### src/rtl/markov_cbo_puf_seq_if.sv
// Request/response and APUF-array bundle for markov_cbo_puf_seq.
// slave: the sequencer itself. master: whoever issues requests and models the APUF array.
interface markov_cbo_puf_seq_if #(
  parameter int N     = 16,
  parameter int K     = 8,
  parameter int STEPS = 4
);
  logic             start;
  logic [N-1:0]     c;
  logic             busy;
  logic             done;
  logic [STEPS-1:0] resp;
  logic             error;
  logic [N-1:0]     puf_c;
  logic             puf_tig;
  logic [K-1:0]     puf_ready;
  logic [K-1:0]     puf_resp;
  logic [K-1:0]     puf_resp_f;

  modport master (
    output start, c, puf_ready, puf_resp, puf_resp_f,
    input  busy, done, resp, error, puf_c, puf_tig
  );

  modport slave (
    input  start, c, puf_ready, puf_resp, puf_resp_f,
    output busy, done, resp, error, puf_c, puf_tig
  );
endinterface

### src/rtl/markov_cbo_puf_seq.sv
// Sequenced Markov challenge-feedback-obfuscation PUF controller.
// Runs STEPS chained APUF evaluations per request; each step's feedback bits
// obfuscate the next challenge and pick that step's response bit.
// Optional build macro MCBO_XOR_OUT_EN: step bit is the XOR of all K responses
// instead of the feedback-selected one.
module markov_cbo_puf_seq #(
  parameter int N       = 16,
  parameter int K       = 8,
  parameter int STEPS   = 4,
  parameter int SETTLE  = 2,
  parameter int TIMEOUT = 255
) (
  input  logic                 clk,
  input  logic                 rst_n,
  markov_cbo_puf_seq_if.slave  bus
);

  localparam int LOG2K  = $clog2(K);
  localparam int STEP_W = $clog2(STEPS + 1);
  localparam int SET_W  = $clog2(SETTLE + 1);
  localparam int TMO_W  = $clog2(TIMEOUT + 1);

  typedef enum logic [2:0] {IDLE, ARM, FIRE, CAPTURE, DONE} stateT;

  stateT             state;
  logic [N-1:0]      chalReg;
  logic [K-1:0]      fbReg;
  logic [STEP_W-1:0] stepCnt;
  logic [SET_W-1:0]  settleCnt;
  logic [TMO_W-1:0]  tmoCnt;
  logic [STEPS-1:0]  respReg;
  logic              errorReg;
  logic              busyReg;
  logic              doneReg;
  logic              tigReg;

  logic [STEP_W-1:0] stepNext;
  logic [TMO_W-1:0]  tmoNext;
  logic              stepBit;

  assign stepNext = stepCnt + STEP_W'(1);
  assign tmoNext  = tmoCnt + TMO_W'(1);

`ifdef MCBO_XOR_OUT_EN
  // Response bit folds every APUF output together.
  assign stepBit = ^bus.puf_resp;
`else
  // Bit b of the select index folds feedback bits whose position is b modulo log2(K).
  function automatic logic [K-1:0] selMask(input int b);
    selMask = '0;
    for (int j = 0; j < K; j++) begin
      selMask[j] = ((j % LOG2K) == b) ? 1'b1 : 1'b0;
    end
  endfunction

  logic [LOG2K-1:0] sel;

  for (genvar gi = 0; gi < LOG2K; gi++) begin : gSel
    localparam logic [K-1:0] MASK = selMask(gi);
    assign sel[gi] = ^(bus.puf_resp_f & MASK);
  end

  assign stepBit = bus.puf_resp[sel];
`endif

  // Obfuscated challenge: base challenge XOR feedback repeated across the width.
  for (genvar gi = 0; gi < N; gi++) begin : gPufC
    assign bus.puf_c[gi] = chalReg[gi] ^ fbReg[gi % K];
  end

  assign bus.busy    = busyReg;
  assign bus.done    = doneReg;
  assign bus.resp    = respReg;
  assign bus.error   = errorReg;
  assign bus.puf_tig = tigReg;

  // Request sequencer: settle, fire, capture per step, with registered outputs.
  always_ff @(posedge clk) begin
    if (!rst_n) begin
      state     <= IDLE;
      chalReg   <= '0;
      fbReg     <= '0;
      stepCnt   <= '0;
      settleCnt <= '0;
      tmoCnt    <= '0;
      respReg   <= '0;
      errorReg  <= 1'b0;
      busyReg   <= 1'b0;
      doneReg   <= 1'b0;
      tigReg    <= 1'b0;
    end else begin
      case (state)
        IDLE: begin
          if (bus.start) begin
            chalReg   <= bus.c;
            fbReg     <= '0;
            stepCnt   <= '0;
            respReg   <= '0;
            errorReg  <= 1'b0;
            settleCnt <= '0;
            busyReg   <= 1'b1;
            state     <= ARM;
          end
        end

        ARM: begin
          if (settleCnt == SET_W'(SETTLE - 1)) begin
            tmoCnt <= '0;
            tigReg <= 1'b1;
            state  <= FIRE;
          end else begin
            settleCnt <= settleCnt + SET_W'(1);
          end
        end

        FIRE: begin
          // Ready has priority over a timeout reached in the same cycle.
          if (&bus.puf_ready) begin
            state <= CAPTURE;
          end else begin
            if (tmoCnt != TMO_W'(TIMEOUT)) begin
              tmoCnt <= tmoNext;
            end
            if (tmoNext == TMO_W'(TIMEOUT)) begin
              errorReg <= 1'b1;
              tigReg   <= 1'b0;
              doneReg  <= 1'b1;
              state    <= DONE;
            end
          end
        end

        CAPTURE: begin
          for (int s = 0; s < STEPS; s++) begin
            if (stepCnt == STEP_W'(s)) begin
              respReg[s] <= stepBit;
            end
          end
          fbReg   <= bus.puf_resp_f;
          stepCnt <= stepNext;
          tigReg  <= 1'b0;
          if (stepNext == STEP_W'(STEPS)) begin
            doneReg <= 1'b1;
            state   <= DONE;
          end else begin
            settleCnt <= '0;
            state     <= ARM;
          end
        end

        DONE: begin
          doneReg <= 1'b0;
          busyReg <= 1'b0;
          state   <= IDLE;
        end

        default: state <= IDLE;
      endcase
    end
  end

endmodule

### src/flat_wrapper.sv
// flat-port wrapper written by rule: the top's interface ports become plain ports
module markov_cbo_puf_seq_flat 
#(
  parameter int N       = 16,
  parameter int K       = 8,
  parameter int STEPS   = 4,
  parameter int SETTLE  = 2,
  parameter int TIMEOUT = 255
)
  (clk, rst_n, bus_start, bus_c, bus_puf_ready, bus_puf_resp, bus_puf_resp_f, bus_busy, bus_done, bus_resp, bus_error, bus_puf_c, bus_puf_tig);
  markov_cbo_puf_seq_if #(.N(N), .K(K), .STEPS(STEPS)) bus_i ();
  input  logic clk;
  input  logic rst_n;
  input wire logic [$bits(bus_i.start)-1:0] bus_start;
  input wire logic [$bits(bus_i.c)-1:0] bus_c;
  input wire logic [$bits(bus_i.puf_ready)-1:0] bus_puf_ready;
  input wire logic [$bits(bus_i.puf_resp)-1:0] bus_puf_resp;
  input wire logic [$bits(bus_i.puf_resp_f)-1:0] bus_puf_resp_f;
  output wire logic [$bits(bus_i.busy)-1:0] bus_busy;
  output wire logic [$bits(bus_i.done)-1:0] bus_done;
  output wire logic [$bits(bus_i.resp)-1:0] bus_resp;
  output wire logic [$bits(bus_i.error)-1:0] bus_error;
  output wire logic [$bits(bus_i.puf_c)-1:0] bus_puf_c;
  output wire logic [$bits(bus_i.puf_tig)-1:0] bus_puf_tig;
  assign bus_i.start = bus_start;
  assign bus_i.c = bus_c;
  assign bus_i.puf_ready = bus_puf_ready;
  assign bus_i.puf_resp = bus_puf_resp;
  assign bus_i.puf_resp_f = bus_puf_resp_f;
  assign bus_busy = bus_i.busy;
  assign bus_done = bus_i.done;
  assign bus_resp = bus_i.resp;
  assign bus_error = bus_i.error;
  assign bus_puf_c = bus_i.puf_c;
  assign bus_puf_tig = bus_i.puf_tig;
  markov_cbo_puf_seq #(.N(N), .K(K), .STEPS(STEPS), .SETTLE(SETTLE), .TIMEOUT(TIMEOUT)) u_core (.clk(clk), .rst_n(rst_n), .bus(bus_i));
endmodule
### config.mk
export PLATFORM = sky130hd
export DESIGN_NAME = markov_cbo_puf_seq_flat
export DESIGN_NICKNAME = d
export VERILOG_FILES = /design/src/rtl/markov_cbo_puf_seq_if.sv /design/src/rtl/markov_cbo_puf_seq.sv /design/src/flat_wrapper.sv
export SDC_FILE = /design/constraint.sdc
export NUM_CORES = 1
export LEC_CHECK = 0
export ABC_AREA = 1
export CELL_PAD_IN_SITES_DETAIL_PLACEMENT = 1
export CELL_PAD_IN_SITES_GLOBAL_PLACEMENT = 1
export CORE_AREA = 2 2 82 84
export CTS_BUF_LIST = sky130_fd_sc_hd__clkbuf_2 sky130_fd_sc_hd__clkbuf_4 sky130_fd_sc_hd__clkbuf_8
export CTS_CLUSTER_SIZE = 14
export DETAILED_ROUTE_END_ITERATION = 7
export DIE_AREA = 0 0 84 86
export DONT_BUFFER_PORTS = 1
export PLACE_DENSITY = 0.83
export SLEW_MARGIN = 25
export SYNTH_ARGS = -nofsm -noshare
export SYNTH_HDL_FRONTEND = slang
export SYNTH_SLANG_ARGS = --single-unit
### constraint.sdc
create_clock -name clk -period 1.55 [get_ports clk]
set_clock_uncertainty 0.05 [all_clocks]
set_input_delay 0.3875 -clock clk [delete_from_list [all_inputs] [get_ports clk]]
set_output_delay 0.3875 -clock clk [all_outputs]
set_load 0.01 [all_outputs]
# Yosys cells after proc, flatten, opt, wreduce, memory -nomap -nowiden
# Cells that the tools add are included.
[classes]
addsub = 3
mul = 0
div = 0
order_cmp = 1
n_eq_ne = 24
shift = 0
muxes = 38
n_bitwise = 16
reduce_logical = 26
[op_table]
columns = ["operator", "count"]
rows = [
  ["2-to-1 mux 8 bit", 4],
  ["one-hot mux 8 bit (2 select lines)", 2],
  ["parity 8 bit", 3],
  ["AND reduction 4 bit", 5],
  ["2-to-1 mux 3 bit", 6],
  ["inequality test 2 x 1 -> 1 bit, second input constant", 8],
  ["bitwise XOR 1 bit", 16],
  ["AND reduction 3 bit", 5],
  ["2-to-1 mux 1 bit", 13],
  ["== test 3 x 2 -> 1 bit, second input constant", 4],
  ["one-hot mux 3 bit (4 select lines)", 1],
  ["nonzero test 3 bit", 3],
  ["adder 8 x 1 -> 8 bit, second input constant", 1],
  ["== test 8 bit, second input constant", 1],
  ["inequality test 2 bit, second input constant", 4],
  ["inequality test 8 bit, second input constant", 1],
  ["one-hot mux 4 bit (2 select lines)", 1],
  ["AND reduction 8 bit", 1],
  ["nonzero test 2 bit", 4],
  ["== test 3 x 1 -> 1 bit, second input constant", 2],
  ["== test 3 bit, second input constant", 2],
  ["zero test 3 bit", 2],
  ["2-to-1 mux 2 bit", 3],
  ["one-hot mux 1 bit (3 select lines)", 2],
  ["11 further kinds", 14],
]
[totals]
ff_bits = 48
latch_bits = 0
ramBits = 0
rom_bits = 0
inputBits = 43
out_inout_bits = 24
wordCells = 122
mem_count = 0

# Longest topological paths before layout
[depth]
ltp_word = 5
depth_mapped = 11
ltp_nobuf = 11

# Least setup slack after synthesis
# OpenSTA, ideal clock, no wires.
[synth_timing]
path_type = "reg2reg"
from = "reg u_core.tmoCnt[1]"
to = "reg u_core.tmoCnt[1]"
setup_time_ps = 131
t_arrival_ps = 1337
required_time_ps = 1369
setup_slack_ps = 32
stages_incl_launch_ff = 11
n_path_buf = 0
period_less_slack_ps = 1518
cell_sequence = "dfxtp_1 > ha_1 > nand2_1 > inv_1 > nand2_1 > nor2_4 > a21oi_4 > nand2_4 > nand2_1 > o21a_1 > nor2_1"
[synth_via]
elab_chain_cells = 4
word_cells_on_any_way = 7
cone_classes = "1 x add/sub; 2 x eq/ne; 3 x mux; 1 x reduce/logical"
[synth_lines]
columns = ["item", "line_no", "rtl"]
rows = [
  ["start: declaration", "markov_cbo_puf_seq.sv:30", "logic [TMO_W-1:0] tmoCnt;"],
  ["start signal: assignment", "markov_cbo_puf_seq.sv:122", "tmoCnt <= tmoNext;"],
  ["adder 8 x 1 -> 8 bit", "markov_cbo_puf_seq.sv:42", "assign tmoNext = tmoCnt + TMO_W'(1);"],
  ["2-to-1 mux 8 bit", "markov_cbo_puf_seq.sv:121", "if (tmoCnt != TMO_W'(TIMEOUT)) begin"],
  ["2-to-1 mux 8 bit", "markov_cbo_puf_seq.sv:118", "if (&bus.puf_ready) begin"],
  ["one-hot mux 8 bit (2 select lines)", "markov_cbo_puf_seq.sv:92", "case (state)"],
]
# Parallel ways exist; a longest one is shown, timed or not. The select of a mux whose other input is x is not followed.
# A chain may end at the register's enable or synchronous reset.

# Worst setup path after layout
[layout_timing]
from = "reg u_core.tmoCnt[1]"
to = "reg u_core.tigReg, in the netlist u_core.bus.puf_tig"
[layout_via]
elab_chain_cells = 4
[layout_lines]
columns = ["item", "line_no", "rtl"]
rows = [
  ["adder 8 x 1 -> 8 bit", "markov_cbo_puf_seq.sv:42", ""],
  ["== test 8 bit", "markov_cbo_puf_seq.sv:124", "if (tmoNext == TMO_W'(TIMEOUT)) begin"],
  ["inequality test 2 x 1 -> 1 bit (no source line)", "-", ""],
  ["AND reduction 4 bit (no source line)", "-", ""],
  ["end signal: assignment", "markov_cbo_puf_seq.sv:109", "tigReg <= 1'b1;"],
  ["end signal: assignment", "markov_cbo_puf_seq.sv:126", "tigReg <= 1'b0;"],
  ["end signal: assignment", "markov_cbo_puf_seq.sv:141", "tigReg <= 1'b0;"],
  ["end: declaration", "markov_cbo_puf_seq.sv:35", "logic tigReg;"],
]
# Every way passes these cells.

==> results.ini <==
[setup_path]
endpoint_kind = register
cp.required_ps = 1690
cp.arrival_ps = 1740
startpoint_type = register
critPathKind = reg2reg
cp_max_fo = 4

[outcome]
outcome = finished with violations
violations = setup timing

[synthesis]
synth_edf_count = 0
ys_seq_area_frac = 0.369
synth_cell_types = 31
synth_fa_ha_area_frac = 0.0385
synthArstFlopShare = 0
avgSynthCellArea_um2 = 7.21
ys_seq_elements = 48
synth_top_family_by_area = simple AND/OR/NAND/NOR gates
synth-simple-area-share = 0.320
postSynthCellCount = 361
synth_xor_xnor_area_share = 0.0572
synth.yosys.warnings = 0
synthFlopType = dfxtp_1
synthMuxAreaShare = 0
netlist_area_um2 = 2600
synth_compound_area_frac = 0.136
synth_nets = 412

[sta]
rsz0062_at_grt = yes
final-setup-viol-count = 4
slew_viol_final = 0
finalSetupTns_ps = -134
max_freq_mhz = 627
maxSlewHeadroom = 0.757
period_needed_ps = 1590
finalWorstSetupSlack_ps = -45.0
period_share = 1.03
worst_slew_pin_slew_ps = 364
hold_viol_final = 0

[grt]
antenna_found_initial = 0
grt_max_degree = 23
grt_usage = 0.212
grt_pass1_vias = 2671
grt_overflow = 0
grt_pass1_wl_um = 12400

[cells_and_area]
fin_nets = 436
synthToLayoutAreaGrowth_pct = 19.6
nFillCells = 793
finish.instance_area_um2 = 3110
final_cell_mix = nand2_1, a21oi_1, nand3_1, dfxtp_1, inv_1
final_common_cell = nand2_1
drive_gt1_frac = 0.251
antenna_cells = 0

[job]
maxCapViolCount = 0

[clock_network]
clock_sinks = 48
clk_pin_slew_ps = 90
clockBufferDepth = 2
cts_buffers = 5
cts-root-buf = clkbuf_8
cts_tree = built
clk_latency_ps = 310
htree_levels = 2

[floorplanning]
core_um2 = 6280
row_count = 29
die_h_um = 86
start_util = 0.414
die_w_um = 84
ios = 67
die_area_um2 = 7220

[hold_path]
hp-class = in2reg

[power]
peakVddDrop_uv = 571
power_density_nw_per_um2 = 1470
p_leak_nw = 1.35

[placement]
numPortBuffers = 0
place_hpwl_um = 5550
dpl-instance-area_um2 = 2820
gp_congestion = 0.808

[routing]
drc = 0
vias = 2431
viasPerCell = 5.25
drt-wirelength-per-cell_um = 16.0
wl_um = 7390
dr.pass1.iters = 4
drtAntennaViolNets = 0
drtIter0Drc = 50

final timing paths:
path	startpoint	slack [ps]	depth (start not counted)	endpoint
max	u_core.tmoCnt[1]$_SDFFE_PN0P_	-40	11	u_core.bus.puf_tig$_SDFFE_PN0P_
max reg2reg	u_core.tmoCnt[1]$_SDFFE_PN0P_	-40	11	u_core.bus.puf_tig$_SDFFE_PN0P_
min reg2reg	u_core.stepCnt[0]$_SDFFE_PN0P_	430	1	u_core.stepCnt[0]$_SDFFE_PN0P_
min	rst_n	130	2	u_core.state[1]$_SDFFE_PN0P_
power breakdown:
part	switching [mW]	internal (mW)
Combinational	1.22	0.692
Clock	0.464	0.487
Sequential	0.230	1.48
Total	1.92	2.66
logic make-up after synthesis:
logic type	Yosys count
xor+xnor	17
simple gates	174
flops	48
compound gates	62
fa+ha+maj	8
buf+inv	52
cell usage after synthesis (3+ instances only):
| cell | instances | area (um^2) |
|---|---|---|
| a21oi_1 | 42 | 210 |
| a21oi_2 | 4 | 35.0 |
| buf_2 | 3 | 15.0 |
| clkbuf_1 | 8 | 30.0 |
| dfxtp_1 | 48 | 961 |
| ha_1 | 8 | 100 |
| inv_1 | 36 | 135 |
| inv_2 | 3 | 11.3 |
| nand2_1 | 89 | 334 |
| nand2_4 | 3 | 33.8 |
| nand3_1 | 42 | 210 |
| nand3_2 | 6 | 60.1 |
| nand3b_1 | 8 | 60.1 |
| nor2_1 | 17 | 63.8 |
| nor2_4 | 3 | 33.8 |
| o21ai_0 | 8 | 40.0 |
| xor2_1 | 16 | 140 |
state kept, by name, indices dropped and copies added, names as in the netlist:
name / count
u_core.tmoCnt: 8
u_core.fbReg: 8
u_core.bus.error: 1
u_core.stepCnt: 3
u_core.bus.busy: 1
u_core.bus.resp: 4
u_core.bus.puf_tig: 1
u_core.state: 3
u_core.bus.done: 1
u_core.settleCnt: 2
u_core.chalReg: 16
critical path, cell delays in order, from the launching register on:
cell and delay [ps]:
dfxtp_4 370, ha_4 170, nand2_4 80, inv_4 50
nor2_4 130, nand3_2 90, nor2_2 110, nand3_2 120
nand2_2 130, nand2_2 70, nand2_2 70, a21oi_2 40
repair_timing:
item | 4_1_cts | 5_1_grt
buffers inserted | 4 | 2
resized for setup | 23 | 21
pin swaps | 10 | 7
endpoints found under the setup margin | 18 | 42
cloned | 0 | 0
hold buffers | 0 | 0
routing by layer:
layer  vias to the layer above  routed length [um]  track usage
met3                        12                 291       0.0452
met1                      1155                3040        0.233
met2                        46                3920        0.399
met4                         0                 142       0.0777
met5                         -                   0            0
li1                       1218                   -            -
stage by stage:
stage | power [mW] | setup slack, ps | util | instances | hold slack (ps)
floorplan | 2.98 | 31.9 | - | 361 | 383
global placement | 3.43 | -32.2 | 0.449 | 449 | 398
detailed placement | 3.51 | -168 | 0.449 | 449 | 418
CTS | 4.49 | 5.23 | 0.483 | 461 | 129
global route | 4.92 | -124 | 0.496 | 463 | 150
finish | 4.58 | -45.0 | 0.496 | 463 | 134
layout make-up:
| type | count | area (um^2) | area share |
|---|---|---|---|
| Timing Repair Buffer | 29 | 221 | 0.0712 |
| Clock inverter | 3 | 46.3 | 0.0149 |
| Clock buffer | 5 | 68.8 | 0.0221 |
| Sequential cell | 48 | 975 | 0.313 |
| Tap cell | 77 | 96.3 | 0.0310 |
| Inverter | 40 | 158 | 0.0507 |
| Multi-Input combinational cell | 261 | 1550 | 0.497 |
No activity file was read; power rests on OpenSTA's default activity.
